<file path="src/rtl/uart_tx_engine.sv">
// uart_tx_engine: serializes one character per accepted load into an
// 11-bit-time asynchronous frame (start, 7/8 data LSB first, optional parity,
// stop bits) on tx.
// Ports:
//   clk, rst      - system clock, synchronous active-high reset
//   load          - one-cycle write strobe, accepted only while txrdy=1
//   out_port[7:0] - character to send
//   eight         - 1 = 8 data bits, 0 = 7 data bits
//   pen, ohel     - parity enable, odd(1)/even(0) parity select
//   tx            - serial line (registered, idles high)
//   txrdy         - registered ready flag, high while idle
module uart_tx_engine #(
  parameter int unsigned BAUD_DIV = 10416
) (
  input  logic       clk,
  input  logic       rst,
  input  logic       load,
  input  logic [7:0] out_port,
  input  logic       eight,
  input  logic       pen,
  input  logic       ohel,
  output logic       tx,
  output logic       txrdy
);

  localparam int unsigned CNT_W   = $clog2(BAUD_DIV);
  localparam int unsigned FRAME_W = 11;
  localparam int unsigned BIT_W   = 4;

  typedef enum logic [1:0] {
    IDLE  = 2'd0,
    LOAD  = 2'd1,
    SHIFT = 2'd2
  } state_e;

  state_e               state_q, state_d;
  logic [CNT_W-1:0]     baud_q, baud_d;
  logic [BIT_W-1:0]     bit_q, bit_d;
  logic [FRAME_W-1:0]   shift_q, shift_d;
  logic [7:0]           data_q, data_d;
  logic                 eight_q, eight_d;
  logic                 pen_q, pen_d;
  logic                 ohel_q, ohel_d;
  logic                 txrdy_q, txrdy_d;

  logic                 parity_c;
  logic                 par_bit_c;
  logic [FRAME_W-1:0]   frame_c;

  // Frame assembly from the configuration captured at load time.
  always_comb begin
    parity_c  = (eight_q ? (^data_q) : (^data_q[6:0])) ^ ohel_q;
    par_bit_c = pen_q ? parity_c : 1'b1;
    frame_c   = {1'b1,
                 eight_q ? par_bit_c : 1'b1,
                 eight_q ? data_q[7] : par_bit_c,
                 data_q[6:0],
                 1'b0};
  end

  // Next-state and datapath control.
  always_comb begin
    state_d = state_q;
    baud_d  = baud_q;
    bit_d   = bit_q;
    shift_d = shift_q;
    data_d  = data_q;
    eight_d = eight_q;
    pen_d   = pen_q;
    ohel_d  = ohel_q;
    txrdy_d = txrdy_q;

    case (state_q)
      IDLE: begin
        txrdy_d = 1'b1;
        if (load) begin
          data_d  = out_port;
          eight_d = eight;
          pen_d   = pen;
          ohel_d  = ohel;
          txrdy_d = 1'b0;
          state_d = LOAD;
        end
      end
      LOAD: begin
        shift_d = frame_c;
        baud_d  = '0;
        bit_d   = '0;
        state_d = SHIFT;
      end
      SHIFT: begin
        if (baud_q == CNT_W'(BAUD_DIV - 1)) begin
          // After the 11th shift the register is all ones, so tx idles high.
          baud_d  = '0;
          shift_d = {1'b1, shift_q[FRAME_W-1:1]};
          bit_d   = bit_q + BIT_W'(1);
          if (bit_q == BIT_W'(FRAME_W - 1)) begin
            txrdy_d = 1'b1;
            state_d = IDLE;
          end
        end else begin
          baud_d = baud_q + CNT_W'(1);
        end
      end
      default: begin
        state_d = IDLE;
        txrdy_d = 1'b1;
        shift_d = '1;
      end
    endcase
  end

  // State and datapath registers.
  always_ff @(posedge clk) begin
    if (rst) begin
      state_q <= IDLE;
      baud_q  <= '0;
      bit_q   <= '0;
      shift_q <= '1;
      data_q  <= '0;
      eight_q <= 1'b0;
      pen_q   <= 1'b0;
      ohel_q  <= 1'b0;
      txrdy_q <= 1'b1;
    end else begin
      state_q <= state_d;
      baud_q  <= baud_d;
      bit_q   <= bit_d;
      shift_q <= shift_d;
      data_q  <= data_d;
      eight_q <= eight_d;
      pen_q   <= pen_d;
      ohel_q  <= ohel_d;
      txrdy_q <= txrdy_d;
    end
  end

  // tx comes straight from the shift register flop.
  assign tx    = shift_q[0];
  assign txrdy = txrdy_q;

endmodule

</file>
<file path="config.mk">
export PLATFORM = sky130hd
export DESIGN_NAME = uart_tx_engine
export DESIGN_NICKNAME = d
export VERILOG_FILES = /design/src/rtl/uart_tx_engine.sv
export SDC_FILE = /design/constraint.sdc
export NUM_CORES = 1
export LEC_CHECK = 0
export ABC_AREA = 1
export CAP_MARGIN = 20
export CORE_UTILIZATION = 55
export CTS_CLUSTER_DIAMETER = 120
export DETAILED_ROUTE_END_ITERATION = 8
export PLACE_DENSITY = 0.76
export SLEW_MARGIN = 20
export SYNTH_ARGS = -nofsm -noshare
export SYNTH_HDL_FRONTEND = slang
export SYNTH_SLANG_ARGS = --single-unit
</file>
<file path="constraint.sdc">
create_clock -name clk -period 2.25 [get_ports clk]
set_clock_uncertainty 0.15 [all_clocks]
set_input_delay 0.45 -clock clk [delete_from_list [all_inputs] [get_ports clk]]
set_output_delay 0.45 -clock clk [all_outputs]
set_load 0.02 [all_outputs]
</file>
## Word-level counts from Yosys, hierarchy flattened

Cells that the tools add are included.
W data, S select, Z words.

| storage, ports and cells | value |
|---|---|
| register bits | 43 |
| latch bits | 0 |
| memory bits (writable) | 0 |
| ROM bits | 0 |
| input port bits | 14 |
| word-level logic and storage cells | 48 |
| memories kept | 0 |

| cells by class | value |
|---|---|
| $add $sub $neg | 2 |
| multiply operators | 0 |
| divide/modulo/power cells | 0 |
| order comparisons | 0 |
| equality and inequality tests | 7 |
| shift-type cells | 0 |
| muxes and demuxes | 18 |
| bitwise operators | 3 |
| reductions and logical operators | 9 |

Operators with widths:

| kind | count |
|---|---|
| $pmux W11 S3 | 1 |
| $pmux W14 S2 | 1 |
| $add A14 B1 Y14 const B | 1 |
| $eq A14 B14 Y1 const B | 1 |
| $mux W14 | 1 |
| $mux W11 | 1 |
| $pmux W4 S2 | 1 |
| $reduce_xor A8 Y1 | 1 |
| $mux W1 | 7 |
| $reduce_xor A7 Y1 | 1 |
| $mux W2 | 3 |
| $ne A2 B2 Y1 const B | 3 |
| $pmux W2 S3 | 1 |
| $reduce_and A2 Y1 | 3 |
| $reduce_and A3 Y1 | 2 |
| $add A4 B1 Y4 const B | 1 |
| $eq A4 B4 Y1 const B | 1 |
| $mux W4 | 1 |
| $pmux W1 S3 | 1 |
| $eq A2 B1 Y1 const B | 1 |
| $eq A2 B2 Y1 const B | 1 |
| $logic_not A2 Y1 | 1 |
| $not A1 Y1 | 2 |
| $reduce_bool A2 Y1 | 1 |
| $xor A1 B1 Y1 | 1 |

## Depth between registers and ports, before layout

Gate-level depths: netlist of the first run.

| depth | value |
|---|---|
| depth in word-level cells | 6 |
| gate-level depth with buffers | 13 |

## Worst setup path after synthesis of the first run

OpenSTA, ideal clock, no wires.

| path | value |
|---|---|
| path type | reg2reg |
| start | register state_q[0] |
| end | register baud_q[11] |
| library setup time | 0.120 ns |
| data arrival time | 1.524 ns |
| data required time | 1.980 ns |
| slack | 0.456 ns |
| stages on the path, launching flop included | 11 |
| buffers on the path | 1 |
| period minus slack after synthesis | 1.794 ns |
| cell sequence | dfxtp_1 > inv_1 > ha_1 > buf_4 > inv_1 > nor2_1 > nand3_1 > nor2_1 > nand2_1 > nor3_1 > nor3_1 |

| on the way | value |
|---|---|
| word-level cells in the longest chain between the ends | 2 |
| elaborated cells between the ends (all ways) | 4 |
| classes of those cells | 2 x eq/ne; 1 x mux; 1 x reduce/logical |

RTL lines:

| element | line | source |
|---|---|---|
| from (decl) | 36 | `state_e state_q, state_d;` |
| from (signal assigned) | 126 | `state_q <= state_d;` |
| $eq A2 B2 Y1 or $eq A2 B1 Y1 (tied branches) | 73 | `case (state_q)` |
| $pmux W14 S2 or $reduce_bool A2 Y1 (tied branches) | -- |  |
| to (signal assigned) | 127 | `baud_q <= baud_d;` |
| to (decl) | 37 | `logic [CNT_W-1:0] baud_q, baud_d;` |

Several ways; a longest one is shown, not always the timed one.
A chain may end at the register's enable or synchronous reset.

## Final worst setup path of the first run

Same ends and word-level chain as after synthesis.

==> results of run 1 <==
## metal layers
| layer | up-vias | part of all wire, % | GRT usage (%) |
|---|---|---|---|
| met5 | - | 0 | 0 |
| met4 | 0 | 1.5 | 9.302 |
| met3 | 8 | 4.7 | 4.927 |
| met2 | 37 | 43 | 34.27 |
| met1 | 795 | 51 | 31.69 |
| li1 | 953 | - | - |
## final timing paths
kind	slack, ns	cells after the start	to
max	0.34	9	baud_q[11]$_SDFFE_PP0N_
min	0.33	2	shift_q[0]$_SDFFE_PP1P_
max reg2reg	0.34	9	baud_q[11]$_SDFFE_PP0N_
min reg2reg	0.33	2	shift_q[0]$_SDFFE_PP1P_
## tightest hold or removal path, delay by kind of cell, from the launching register on
| family | cells | cell delay [ns] |
|---|---|---|
| and+or+nand+nor | 2 | 0.12 |
| DFF | 1 | 0.33 |
## Yosys cell counts, drive strengths merged
master / number
nand2: 48
inv: 32
nand4: 6
nor2: 31
o41ai: 1
o21ai: 25
nand3b: 1
xnor2: 3
o211ai: 2
xor2: 5
dfxtp: 42
clkbuf: 7
ha: 8
o311ai: 1
a21oi: 24
a41oi: 1
buf: 3
a221oi: 7
nand3: 14
nor3: 10
nor3b: 1
nor4: 2
clkinv: 1
## stage by stage
| step | std cells | instance area, um2 |
|---|---|---|
| global placement | 332 | 2235 |
| global route | 340 | 2345 |
| detailed placement | 332 | 2235 |
| floorplan | 275 | 2038 |
| CTS | 340 | 2345 |
| finish | 340 | 2345 |
## flip-flops by register name, indices dropped and copies added (netlist names)
name	flops
baud_q	14
shift_q	10
data_q	8
bit_q	4
state_q	2
eight_q	1
ohel_q	1
pen_q	1
txrdy	1
## layout make-up
| class | instances | area (um2) | area share [%] |
|---|---|---|---|
| flip-flops and latches | 42 | 840.8 | 35.86 |
| multi-input cells | 190 | 1017 | 43.38 |
| well taps | 46 | 57.56 | 2.455 |
| inverters | 33 | 123.9 | 5.283 |
| clock inverters | 2 | 37.54 | 1.601 |
| repair buffers | 21 | 195.2 | 8.324 |
| clock buffers | 6 | 72.57 | 3.095 |
## power groups by stage
stage / Combinational (W) / Sequential (W) / Clock (W)
global placement: 0.00122 / 0.00103 / 0
finish: 0.00126 / 0.00102 / 0.000599
detailed placement: 0.00126 / 0.00103 / 0
CTS: 0.00126 / 0.00101 / 0.000603
floorplan: 0.000981 / 0.00102 / 0
global route: 0.00145 / 0.00103 / 0.000629
## cells by family after synthesis
group                      after synthesis  synth area share, %
adders and majority gates                8                4.911
and+or+nand+nor                        113                24.13
xor gates and xnor gates                 8                3.438
buffers and inverters                   43                8.840
DFF                                     42                41.25
AOI/OAI and AO/OA                       61                17.43
==> impl_metrics.ini, run 1 <==
[outcome]
outcome = finished clean

[cts]
cts_resized = 0
numCtsBuffers = 5
htree_num_levels = 2
path_clk_slew_ns = 0.08
cts_hold_buf = 0
clock_path_buffers = 2
clock_sink_count = 42
root_buffer = clkbuf_8
cts_tree = built
clk_latency_ns = 0.30
postCtsSetupBuffers = 0

[detailed_routing]
vias = 1793
wl_per_cell_um = 11.95
drt_first_pass_iters = 4
ant_nets = 0
routed_via_density = 5.274
drt_iter0_markers = 173
drc = 0
finalWirelength_mm = 4.062

[final_layout]
layout_commonest_cell = nand2_1
drive_gt1_share_pct = 6.463
antenna_cells = 0
area_growth_pct = 15.04
layout_common_cells = nand2_1, dfxtp_1, inv_1, nor2_1, a21oi_1
fillers = 285
nets = 315
final_util_pct = 68.12

[sta]
hold_viol = 0
setup_viol = 0
hold_ws_ns = 0.3263
min_period_over_period_pct = 84.96
drv_slew = 0
fin_crit_ns = 1.912
fmax_ghz = 0.5231
slew_headroom_pct = 69.45
setup_ws_ns = 0.3384
worstMarginPinSlew_ns = 0.4572
fin_setup_tns_ns = 0
rsz0062_at_grt = no

[synth]
avgSynthCellArea_um2 = 7.412
ys_warn_count = 0
ys_seq_area_share_pct = 41.25
synthTopCellsByArea = dfxtp_1, nand2_1, inv_1
synth_top_cell_area_share_pct = 41.25
yosysTopAreaCell = dfxtp_1
synthCells = 275
ys_seq_elements = 42
netlist-cell-type-count = 30
synth_nets = 297
syn-cell-area_um2 = 2038

[floorplan]
rows = 21
ioPinCount = 16
initial_utilization_pct = 59.21
coreArea_um2 = 3442
die_height_um = 62.88
die_area_um2 = 3953
die_x_um = 62.88

[worst_setup_path]
path_cells = inv_1, ha_1, inv_1, nor2_1, nand3_1, nor2_1, nand2_1, nor3_1, nor3_1
path_class = flip-flop to flip-flop
crit_fanout = 4
critPathTopFamily = simple AND/OR/NAND/NOR gates
r2r_start = state_q[0]$_SDFFE_PP0P_
crit_path_end_kind = flip-flop
critPathSlowestCell = dfxtp_1
slowest_delay_ns = 0.36
required_ns = 2.27
crit_start = state_q[0]$_SDFFE_PP0P_
critPathLaunchType = flip-flop
cp.arrival_ns = 1.93
critPathBufInv = 2

[global_route]
grt_antenna_before_repair = 0
grt_pass1_wl_mm = 7.251
grt_overflow = 0
grt_pass1_vias = 1677
grt_max_degree = 21
grtUsageTotal_pct = 22.94

[power_and_ir_drop]
p_sw_share_pct = 40.51
p_int_w = 0.001713
p_seq_share_pct = 35.3
clockPowerShare_pct = 20.8
power_density_nw_per_um2 = 1228
power.leakage_nw = 0.9144
peakVddDrop_uv = 809.7
power_frac_comb_pct = 43.9
switching_power_w = 0.001167
power_w = 0.002880

[hold_path]
hold_class = flip-flop to flip-flop
hold_start = shift_q[0]$_SDFFE_PP1P_

[placement]
place_ws_ns = 0.3565
dp_hpwl_mm = 2.940
place.gp.congestion = 0.8025
numPortBuffers = 15

[run]
cap_violations = 0
Note: power is estimated with default switching activity, not from simulation.
==> run 2, diff against run 1 <==
--- a/config.mk
+++ b/config.mk
@@ -7,10 +7,10 @@
 export LEC_CHECK = 0
 export ABC_AREA = 1
 export CAP_MARGIN = 20
-export CORE_UTILIZATION = 55
+export CORE_UTILIZATION = 52
 export CTS_CLUSTER_DIAMETER = 120
 export DETAILED_ROUTE_END_ITERATION = 8
-export PLACE_DENSITY = 0.76
+export PLACE_DENSITY = 0.75
 export SLEW_MARGIN = 20
 export SYNTH_ARGS = -nofsm -noshare
 export SYNTH_HDL_FRONTEND = slang
==> constraint.sdc (replaced) <==
create_clock -name clk -period 1.7 [get_ports clk]
set_clock_uncertainty 0.15 [all_clocks]
set_input_delay 0.34 -clock clk [delete_from_list [all_inputs] [get_ports clk]]
set_output_delay 0.34 -clock clk [all_outputs]
set_load 0.02 [all_outputs]
==> run 2 against run 1 <==
Clock power is 9.0% higher. Global-route usage is 1.1 points higher. Largest cell class unchanged. Critical path depth is 1 higher. Hold slack worse by 0.0035 ns. Power is 42% higher. First-iteration DRC count is 54% lower. Setup slack worse by 0.24 ns. Flip-flop and latch count stayed put. Routed wire length is 8.3% higher. Combinational power is 65% higher. Final cell count is 5.0% higher.
==> impl_metrics.ini, run 2 (synthesis results as in run 1) <==
[cts]
clock_sink_count = 42
numCtsBuffers = 5
cts_hold_buf = 0
root_buffer = clkbuf_8
cts_tree = built
path_clk_slew_ns = 0.07
clk_latency_ns = 0.30
htree_num_levels = 2
clock_path_buffers = 2

[detailed_routing]
wl_per_cell_um = 12.32
drc = 0
routed_via_density = 5.263
finalWirelength_mm = 4.398
ant_nets = 0
drt_iter0_markers = 80
drt_first_pass_iters = 4
vias = 1879

[power_and_ir_drop]
peakVddDrop_uv = 890.9
power_w = 0.004101
power_density_nw_per_um2 = 1589
power.leakage_nw = 0.9978

[worst_setup_path]
rrSetupSlack_ns = 0.10
crit_path_end_kind = flip-flop
crit_fanout = 5
crit_start = state_q[0]$_SDFFE_PP0P_
r2r_cells = 10
r2r_start = state_q[0]$_SDFFE_PP0P_
critPathLaunchType = flip-flop
rr_endpoint = baud_q[8]$_SDFFE_PP0N_
cp.arrival_ns = 1.68
required_ns = 1.79
path_class = flip-flop to flip-flop

[global_route]
grt_pass1_wl_mm = 7.714
grt_antenna_before_repair = 0
grt_pass1_vias = 1795
grtUsageTotal_pct = 24.01
grt_overflow = 0
grt_max_degree = 18

[sta]
setup_viol = 0
fin_setup_tns_ns = 0
min_period_over_period_pct = 93.95
drv_slew = 0
fin_crit_ns = 1.597
worstMarginPinSlew_ns = 0.4407
hold_viol = 0
fmax_ghz = 0.6261
slew_headroom_pct = 70.62

[final_layout]
nets = 330
multiInputGateArea_um2 = 1129
regMostFlops = baud_q
antenna_cells = 0
reg.largest.list = baud_q: 14 flops, shift_q: 10 flops, data_q: 8 flops
area_growth_pct = 26.64
largest_reg_flops = 14
layout_commonest_cell = nand2_1
drive_gt1_share_pct = 22.33
regArea_um2 = 852.1
fillers = 322
layout_common_cells = nand2_1, dfxtp_1, nor2_1, inv_1

[floorplan]
rows = 22
die_height_um = 64.61
die_area_um2 = 4174
die_x_um = 64.61
coreArea_um2 = 3716
initial_utilization_pct = 54.85
ioPinCount = 16

[placement]
numPortBuffers = 15
dp_hpwl_mm = 3.021
place.gp.congestion = 0.9401

[hold_path]
hold_path_depth = 2
hold_start = shift_q[0]$_SDFFE_PP1P_
hold_path_end = shift_q[0]$_SDFFE_PP1P_
hold_class = flip-flop to flip-flop

[run]
cap_violations = 0

[outcome]
outcome = finished clean
-- run 2: changes by cell type in the layout (fill, tap and decap cells not counted), sizes merged --
cell | before | now
clkinvlp | 1 | 0
dlygate4sd2 | 0 | 2
buf | 6 | 21
clkbuf | 6 | 7
bufinv | 1 | 0
clkdlybuf4s50 | 15 | 13
clkinv | 1 | 2
-- run 2: what timing repair did --
| action | 4_1_cts | 5_1_grt |
|---|---|---|
| gates resized for setup | 3 | 38 |
| pin swaps | 0 | 7 |
| setup buffers | 0 | 3 |
| setup endpoints to repair | 5 | 26 |
-- run 2: final cells by class --
type                            instances  area share, %
Clock buffer                            7          3.345
Clock inverter                          1         0.1939
Inverter                               33          5.090
Multi-Input combinational cell        190          43.72
Sequential cell                        42          33.01
Tap cell                               48          2.327
Timing Repair Buffer                   36          12.31
-- run 2: how the worst max path moves through the flow --
| stage | to | slack [ns] | depth (start not counted) |
|---|---|---|---|
| 2_1_floorplan | baud_q[11]$_SDFFE_PP0N_ | 0.007 | 10 |
| 3_3_place_gp | baud_q[8]$_SDFFE_PP0N_ | 0.03 | 10 |
| 3_5_place_dp | baud_q[8]$_SDFFE_PP0N_ | -0.05 | 10 |
| 4_1_cts | baud_q[8]$_SDFFE_PP0N_ | 0.01 | 10 |
| 5_1_grt | shift_q[3]$_SDFFE_PP1P_ | -0.007 | 11 |
| 6_report | baud_q[8]$_SDFFE_PP0N_ | 0.10 | 10 |
-- run 2: worst max-delay path, cell delays in order, from the launching register on --
cell     delay, ns
dfxtp_2       0.33
inv_2         0.06
ha_4          0.31
inv_4         0.06
nor2_4        0.09
nand2_2       0.07
inv_1         0.08
nand3_1       0.09
o21ai_1       0.12
o41ai_1       0.08
nor2_1        0.09
-- run 2: stage by stage --
stage / cell area (um2) / utilization [%] / hold slack (ns) / setup WS (ns) / std cells
after floorplan: 2049 / - / 0.2942 / 0.007013 / 275
after global placement: 2351 / 63.27 / 0.3070 / 0.02748 / 346
after detailed placement: 2351 / 63.27 / 0.3134 / -0.05399 / 346
after CTS: 2452 / 65.99 / 0.3232 / 0.01362 / 354
after global routing: 2581 / 69.46 / 0.3488 / -0.006975 / 357
final: 2581 / 69.46 / 0.3228 / 0.1029 / 357
-- run 2: routing by layer --
metal  share of wire (%)  routed length (um)  up-vias  GRT usage [%]
met1                  49                2173      847          32.06
met2                  45                1986       33          36.71
li1                    -                   -      987              -
met5                   0                   0        -              0
met4                 2.4                 105        0          11.39
met3                 3.0                 133       12          5.106
-- run 2: power by group --
group          switching [W]  internal (W)
combinational        0.00121      0.000873
clock               0.000325      0.000327
sequential          0.000159       0.00121
total                0.00169       0.00241
==> run 3, diff against run 2 <==
--- a/config.mk
+++ b/config.mk
@@ -7,11 +7,12 @@
 export LEC_CHECK = 0
 export ABC_AREA = 1
 export CAP_MARGIN = 20
-export CORE_UTILIZATION = 52
+export CELL_PAD_IN_SITES_DETAIL_PLACEMENT = 0
+export CELL_PAD_IN_SITES_GLOBAL_PLACEMENT = 1
+export CORE_UTILIZATION = 38
 export CTS_CLUSTER_DIAMETER = 120
 export DETAILED_ROUTE_END_ITERATION = 8
-export PLACE_DENSITY = 0.75
-export SLEW_MARGIN = 20
+export PLACE_DENSITY_LB_ADDON = 0.1
 export SYNTH_ARGS = -nofsm -noshare
 export SYNTH_HDL_FRONTEND = slang
 export SYNTH_SLANG_ARGS = --single-unit
==> run 3 against run 2 <==
Setup slack worse by 0.013 ns. Via count rose by 1.2%. Sequential share of layout area down 0.15 points. Clock power rose by 22%. Global-route usage decreased by 6.6 points. Routed wire length rose by 0.75%. Die area rose by 36%. Flip-flop and latch count unchanged. Fmax is 0.83% lower. First-iteration DRC count fell by 43%. Sequential power hardly changed. Hold slack gained 0.00091 ns. Critical endpoint is now shift_q[1]$_SDFFE_PP1P_. Largest cell class unchanged.
==> impl_metrics.ini, run 3 (synthesis results as in run 1) <==
[worst_setup_path]
crit_fanout = 17
critPathTopFamily = simple AND/OR/NAND/NOR gates
critPathLaunchType = flip-flop
critPathBufInv = 2
cpMostUsedCell = nand2_1
cp.arrival_ns = 1.65
path_class = flip-flop to flip-flop
critPathSlowestCell = dfxtp_2
required_ns = 1.74
slowest_delay_ns = 0.34
path_cells = ha_2, nand2_1, nor2_2, nand2_1, nand2_2, inv_2, nor2_4, inv_6, a21oi_1, o21ai_1
crit_path_end_kind = flip-flop

[detailed_routing]
wl_per_cell_um = 11.69
drc = 0
finalWirelength_mm = 4.431
drt_first_pass_iters = 4
routed_via_density = 5.016
vias = 1901
drt_iter0_markers = 46
ant_nets = 0

[sta]
slew_headroom_pct = 70.39
rsz0062_at_grt = yes
fin_crit_ns = 1.610
min_period_over_period_pct = 94.73
hold_viol = 0
drv_slew = 0
setup_viol = 0
fmax_ghz = 0.6209
worstMarginPinSlew_ns = 0.4441

[final_layout]
layout_common_cells = nand2_1, dfxtp_1, nor2_1, inv_1, a21oi_1
regMostFlops = baud_q
area_growth_pct = 26.64
fillers = 554
layout_commonest_cell = nand2_1
final_util_pct = 50.22
largest_reg_flops = 14
drive_gt1_share_pct = 19.42
nets = 330
antenna_cells = 0
fin_cells = 379
reg.largest.list = baud_q: 14 flops, shift_q: 10 flops, data_q: 8 flops

[power_and_ir_drop]
switching_power_w = 0.001659
power_frac_comb_pct = 48.4
peakVddDrop_uv = 550.3
p_seq_share_pct = 32.5
clockPowerShare_pct = 19.1
p_int_w = 0.002509
power.leakage_nw = 0.9841
power_density_nw_per_um2 = 1615
p_sw_share_pct = 39.80

[cts]
postCtsSetupBuffers = 0
htree_num_levels = 2
cts_hold_buf = 0
path_clk_slew_ns = 0.09
clock_sink_count = 42
numCtsBuffers = 5
clock_path_buffers = 2
root_buffer = clkbuf_8
cts_tree = built
clk_latency_ns = 0.29

[global_route]
grt_pass1_wl_mm = 7.465
grt_pass1_vias = 1666
grt_antenna_before_repair = 0
grtUsageTotal_pct = 17.43
grt_overflow = 0
grt_max_degree = 18

[hold_path]
hold_class = flip-flop to flip-flop

[floorplan]
initial_utilization_pct = 39.65
coreArea_um2 = 5140
die_height_um = 75.24
die_x_um = 75.24
rows = 26
die_area_um2 = 5660
ioPinCount = 16

[placement]
numPortBuffers = 15
place.gp.congestion = 0.7960
dp_hpwl_mm = 3.290
dp_cells = 371

[run]
cap_violations = 0

[outcome]
outcome = finished clean
## run 3: changes by cell type in the layout (fill, tap and decap cells not counted), sizes merged
cell / previous run / this run
bufinv: 0 / 1
clkbuf: 7 / 6
clkinv: 2 / 1
clkinvlp: 0 / 1
## run 3: what timing repair did
item                                    in CTS  in global routing
resized for setup                            3                 28
endpoints found under the setup margin       4                 30
pin swaps                                    0                  4
## run 3: metrics by stage
step	TNS, ns	hold WS [ns]	setup slack (ns)	instance area, um2	total power (W)
2_1_floorplan	0	0.2942	0.007013	2049	0.002667
3_3_place_gp	0	0.3097	0.02787	2401	0.003277
3_5_place_dp	-0.04494	0.3147	-0.02680	2401	0.003283
4_1_cts	0	0.3277	0.004130	2521	0.004117
5_1_grt	-0.2048	0.3612	-0.03871	2581	0.004513
6_report	0	0.3237	0.08952	2581	0.004168
## run 3: layout make-up
class                      instances  area [um2]  share of cell area (%)
clock buffer                       6       72.57                   2.811
clock inverter                     2       37.54                   1.454
inverter                          33       128.9                   4.993
multi-input combinational        190        1089                   42.17
sequential                        42       848.3                   32.86
tap                               70       87.58                   3.393
timing repair buffer              36       317.8                   12.31
## run 3: worst min-delay path, stage by stage (launching register included)
cell	delay [ns]
dfxtp_1	0.31
inv_1	0.07
a21oi_1	0.05
## run 3: per-layer routing
layer	up-vias	GRT usage (%)	wire length (um)
met2	34	26.53	1862
li1	983	-	-
met1	876	25.18	2364
met4	0	5.556	80
met5	-	0	0
met3	8	2.811	123
## run 3: final timing paths
path | from | to | slack, ns | depth (start not counted)
max | baud_q[0]$_SDFFE_PP0N_ | shift_q[1]$_SDFFE_PP1P_ | 0.09 | 10
min | ohel_q$_SDFFE_PP0P_ | ohel_q$_SDFFE_PP0P_ | 0.32 | 2
max reg2reg | baud_q[0]$_SDFFE_PP0N_ | shift_q[1]$_SDFFE_PP1P_ | 0.09 | 10
min reg2reg | ohel_q$_SDFFE_PP0P_ | ohel_q$_SDFFE_PP0P_ | 0.32 | 2
## run 3: power by group through the flow
stage	sequential (W)	combinational (W)	clock, W
floorplan	0.00136	0.00130	0
global placement	0.00137	0.00191	0
detailed placement	0.00137	0.00191	0
CTS	0.00135	0.00196	0.000816
global route	0.00138	0.00228	0.000856
finish	0.00135	0.00202	0.000796
